## src/rtl/intr_prio_ctrl.sv

```systemverilog
// Priority interrupt controller: edge latch, mask, nested fixed priority.
// Ports: clk/reset, intr in, int_req/inta/vec/eoi to core, mask and status.
module intr_prio_ctrl #(
  parameter int                 NUM_IRQ  = 8,
  parameter int                 VEC_W    = 3,
  parameter logic [NUM_IRQ-1:0] MASK_RST = '1
) (
  input  logic               clk,
  input  logic               reset,
  input  logic [NUM_IRQ-1:0] intr,
  output logic               int_req,
  input  logic               inta,
  output logic [VEC_W-1:0]   vec,
  input  logic               eoi,
  input  logic               mask_we,
  input  logic [NUM_IRQ-1:0] mask_wdata,
  output logic [NUM_IRQ-1:0] mask_q,
  output logic [NUM_IRQ-1:0] pending,
  output logic [NUM_IRQ-1:0] in_service
);

  typedef enum logic [1:0] {
    IDLE,
    REQ,
    ACK
  } state_e;

  state_e             state_q, state_d;
  logic [VEC_W-1:0]   vec_q, vec_d;
  logic [NUM_IRQ-1:0] irr_q, irr_d;
  logic [NUM_IRQ-1:0] isr_q, isr_d;
  logic [NUM_IRQ-1:0] msk_q, msk_d;
  logic [NUM_IRQ-1:0] intr_d_q, intr_d_d;

  logic [NUM_IRQ-1:0] rise;
  logic [NUM_IRQ-1:0] eligible;
  logic               cand_hit;
  logic [VEC_W-1:0]   cand_idx;
  logic               isr_hit;
  logic [VEC_W-1:0]   isr_idx;
  logic               cand_ok;
  logic               ack_fire;

  assign rise     = intr & ~intr_d_q;
  assign eligible = irr_q & ~msk_q;

  // Downward scans leave the lowest set index in the result.
  always_comb begin
    cand_hit = 1'b0;
    cand_idx = '0;
    for (int i = NUM_IRQ - 1; i >= 0; i--) begin
      if (eligible[i]) begin
        cand_hit = 1'b1;
        cand_idx = VEC_W'(i);
      end
    end
  end

  always_comb begin
    isr_hit = 1'b0;
    isr_idx = '0;
    for (int i = NUM_IRQ - 1; i >= 0; i--) begin
      if (isr_q[i]) begin
        isr_hit = 1'b1;
        isr_idx = VEC_W'(i);
      end
    end
  end

  // Only a strictly higher priority than anything in service may nest.
  assign cand_ok  = cand_hit && (!isr_hit || (cand_idx < isr_idx));
  assign ack_fire = (state_q == REQ) && inta;

  always_comb begin
    state_d = state_q;
    vec_d   = vec_q;
    int_req = 1'b0;
    unique case (state_q)
      IDLE: begin
        if (cand_ok) begin
          vec_d   = cand_idx;
          state_d = REQ;
        end
      end
      REQ: begin
        int_req = 1'b1;
        if (inta) begin
          state_d = ACK;
        end
      end
      ACK: begin
        state_d = IDLE;
      end
      default: begin
        state_d = IDLE;
      end
    endcase
  end

  // A new edge on the line being acknowledged re-arms it.
  always_comb begin
    irr_d = irr_q;
    isr_d = isr_q;
    if (eoi && isr_hit) begin
      isr_d[isr_idx] = 1'b0;
    end
    if (ack_fire) begin
      irr_d[vec_q] = 1'b0;
      isr_d[vec_q] = 1'b1;
    end
    irr_d = irr_d | rise;
  end

  always_comb begin
    msk_d    = mask_we ? mask_wdata : msk_q;
    intr_d_d = intr;
  end

  always_ff @(posedge clk) begin
    if (!reset) begin
      state_q  <= IDLE;
      vec_q    <= '0;
      irr_q    <= '0;
      isr_q    <= '0;
      msk_q    <= MASK_RST;
      intr_d_q <= '0;
    end else begin
      state_q  <= state_d;
      vec_q    <= vec_d;
      irr_q    <= irr_d;
      isr_q    <= isr_d;
      msk_q    <= msk_d;
      intr_d_q <= intr_d_d;
    end
  end

  assign vec        = vec_q;
  assign mask_q     = msk_q;
  assign pending    = irr_q;
  assign in_service = isr_q;

endmodule

```

## config.mk

```make
export PLATFORM = sky130hd
export DESIGN_NAME = intr_prio_ctrl
export DESIGN_NICKNAME = d
export VERILOG_FILES = /design/src/rtl/intr_prio_ctrl.sv
export SDC_FILE = /design/constraint.sdc
export NUM_CORES = 1
export LEC_CHECK = 0
export CELL_PAD_IN_SITES_DETAIL_PLACEMENT = 2
export CELL_PAD_IN_SITES_GLOBAL_PLACEMENT = 2
export CORE_MARGIN = 4
export CORE_UTILIZATION = 26
export DETAILED_ROUTE_END_ITERATION = 10
export GPL_ROUTABILITY_DRIVEN = 0
export HOLD_SLACK_MARGIN = 0.02
export PLACE_DENSITY = 0.87
export SETUP_SLACK_MARGIN = 0.1
export SKIP_LAST_GASP = 1
export SLEW_MARGIN = 20
export SYNTH_ARGS = -nofsm -noshare
export SYNTH_HDL_FRONTEND = slang
export SYNTH_SLANG_ARGS = --single-unit
```

## constraint.sdc

```tcl
create_clock -name clk -period 3.2 [get_ports clk]
set_clock_uncertainty 0.15 [all_clocks]
set_input_delay 0.48 -clock clk [delete_from_list [all_inputs] [get_ports clk]]
set_output_delay 0.48 -clock clk [all_outputs]
set_load 0.05 [all_outputs]
```

==> results.md <==
* Status: complete, no violations
* Synthesis Warnings at 0
* Largest net degree at the start of global routing at 40
* R2R setup slack at 0.67 ns
* Pint at 812 uW
* Post-cts repair resize count at 0
* Crit-path max FO at 4
* Placed cell area at 2260 um^2
* Max Root-Sink Buffers at 2
* Clk pwr share at 34.4%
* FMAX at 396 MHz
* Worst setup SP type: flip-flop
* Mapped Area at 1690 um^2
* Clk sinks at 37
* I/O Pins at 49
* # setup viols final at 0
* Fill cells at 721
* WL/cell at 15.2 um
* Worst-path cell chain: inv_1 > o21ai_2 > nand3_1 > a31oi_1 > ha_1 > o21a_1 > o22ai_1 > a31oi_1 > nor2_2 > mux2i_1
* Max Cap Viol at 0
* CTS Buf Count at 5
* Async set-reset flop share out of synthesis at 0%
* # port buffers at 48
* CP max stage cell: dfxtp_1
* Number of core rows at 29
* Kind of critical path: reg -> reg
* Fin area at 2360 um^2
* Final Max Slew Viols at 0
* Gate Count Post-Synth at 188
* Footprint of the multi-input gates at 920 um^2
* Sw frac at 28.4%
* Sequential power share at 44.9%
* Max-slew headroom at 63.3%
* DRC at 0
* Vias in the first global route at 1557
* Post-CTS setup buffer count at 0
* Hold_buf cts at 0
* Share of cells above drive strength 1 at 10.0%
* Clock root cell: clkbuf_8
* Worst Tran Pin Value at 0.548 ns
* Vias per cell at 4.67
* Critical Path AT at 2.59 ns
* Psw at 322 uW
* Logic pwr share at 20.8%
* Critical Path RT at 3.26 ns
* Initial Utilization at 26.8%
* WP buf/inv at 1
* Final hold viol count at 0
* CTS tree: built
* Period utilisation layout at 79.0%
* CP Capture Type: flip-flop
* Seq cells post-synth at 37
* Tmin final at 2.53 ns
* Cell Pwr Density at 481 nW/um^2
* CP most frequent cell: a31oi_1
* Post-route setup TNS at 0 ns
* First-pass GRT wire length at 7680 um
* Worst-skew pair later-pin latency at 0.29 ns
* DR pass1 iterations at 4
* Worst-path clk slew at 0.07 ns
* Placeable Area at 6310 um^2
* RSZ-0062 raised after global routing: false
* Overflow after GRT at 0
* Global Route Usage Sum at 12.9%
* Syn_area_per_cell at 8.99 um^2
* Distinct cells, synth at 38
* Antenna violations before repair at 0
* Initial DRC count at 47
* Hold Crit Class: reg -> reg
* Register area at 741 um^2
* Chip width at 88.6 um
* N_diodes at 0
* Post-Route WL at 4790 um
* Post-synth top flop: dfxtp_1
* Fin util at 37.4%
* Routed Antenna Nets at 0
* Die area at 7860 um^2
* Post-DP HPWL at 3670 um
* Pleak at 0.946 nW
* Post-synth EDFFs at 0
* Crit-path max cell delay at 0.37 ns
* Max VDD drop at 0.238 mV
* H-tree levels at 2
* Sequential area share after synthesis at 43.8%
* Mapped Nets at 211
* Vias at 1476
* Total Power at 1.13 mW
* Die height at 88.6 um
* CP top delay family: compound AO/OA/AOI/OAI gates
* Layout area overhead at 39.6%
* Final net count at 262
[metal layers]
metal / wire length, um / vias to the layer above / global-route usage, %
met5: 0 / - / 0
met4: 55 / 0 / 4.12
met3: 256 / 4 / 3.63
met2: 2450 / 38 / 23.7
met1: 2030 / 699 / 14.4
li1: - / 735 / -
[logic make-up after synthesis]
logic type                 after synthesis  synth area share (%)
AOI/OAI and AO/OA                       38                  16.1
DFF                                     37                  43.8
adders and majority gates                2                  1.48
muxes                                   10                  5.92
buffers and inverters                    8                  1.78
and+or+nand+nor                         93                  30.9
[flip-flops by register name (all words and copies together) (netlist names)]
register / count
in_service: 8
intr_d_q: 8
mask_q: 8
pending: 8
vec: 3
state_q: 2
[Yosys cell counts (2+ instances only)]
master	instances	area, um^2
a21boi_0	2	15.0
a21boi_1	7	52.6
a21oi_1	10	50.1
a31oi_1	2	12.5
and2_1	8	50.1
and2b_1	2	15.0
and3_1	2	12.5
clkbuf_1	5	18.8
dfxtp_1	37	741
ha_1	2	25.0
inv_1	2	7.51
mux2i_1	10	100
nand2_1	30	113
nand2b_1	2	12.5
nand2b_4	4	55.1
nand3_1	5	25.0
nor2_1	9	33.8
nor2_2	2	12.5
nor2b_1	22	138
nor3_1	2	10.0
o21a_1	2	15.0
o21ai_0	2	10.0
o21ai_1	4	20.0
[cells in the final DEF (no fill, tap or decap), types with 2 or more instances in the layout]
master,netlist,final
and2b_1,2,2
nor3_1,2,2
a21oi_1,10,10
mux2i_1,10,10
nor2b_1,22,22
and2_1,8,8
nor2_1,9,9
nand2b_4,4,4
clkbuf_8,0,5
o21ai_0,2,2
a21boi_0,2,2
nand2b_1,2,2
o21a_1,2,2
a31oi_1,2,2
inv_1,2,2
o21ai_1,4,4
nor2_2,2,2
nand3_1,5,5
clkdlybuf4s50_1,0,48
dfxtp_1,37,37
nand2_1,30,30
and3_1,2,2
a21boi_1,7,7
ha_1,2,2
[cell type report]
class | instances | area share [%]
Multi-Input combinational cell | 143 | 39.0
Sequential cell | 37 | 31.4
Timing Repair Buffer | 49 | 20.7
Tap cell | 77 | 4.08
Clock buffer | 5 | 2.92
Clock inverter | 2 | 1.48
Inverter | 3 | 0.477
[per-stage QoR]
step | worst slack [ns] | hold WS (ns) | std cells
6_report | 0.673 | 0.362 | 316
5_1_grt | 0.436 | 0.398 | 316
4_1_cts | 0.660 | 0.375 | 316
3_5_place_dp | 0.851 | 0.355 | 309
3_3_place_gp | 1.01 | 0.324 | 309
2_1_floorplan | 0.758 | 0.368 | 188
[final timing paths]
| kind | start | endpoint | cells past startpoint |
|---|---|---|---|
| worst min register to register | mask_q[2] | mask_q[2] | 2 |
| worst min-delay path | mask_q[2] | mask_q[2] | 2 |
| worst max-delay path | pending[6] | vec[2] | 10 |
| worst max register to register | pending[6] | vec[2] | 10 |
[worst reg2reg max path, stage by stage (launching register included)]
cell	delay, ns
dfxtp_1	0.37
inv_1	0.07
o21ai_2	0.21
nand3_1	0.11
a31oi_1	0.28
ha_1	0.29
o21a_1	0.18
o22ai_1	0.24
a31oi_1	0.12
nor2_2	0.20
mux2i_1	0.23
[power by group through the flow]
stage / Combinational (mW) / Clock (mW) / Sequential [mW]
after floorplan: 0.0947 / 0 / 0.572
after global placement: 0.229 / 0 / 0.519
after detailed placement: 0.235 / 0 / 0.520
after CTS: 0.239 / 0.401 / 0.510
after global routing: 0.254 / 0.418 / 0.513
final: 0.236 / 0.390 / 0.509
No activity file was read; power rests on OpenSTA's default activity.
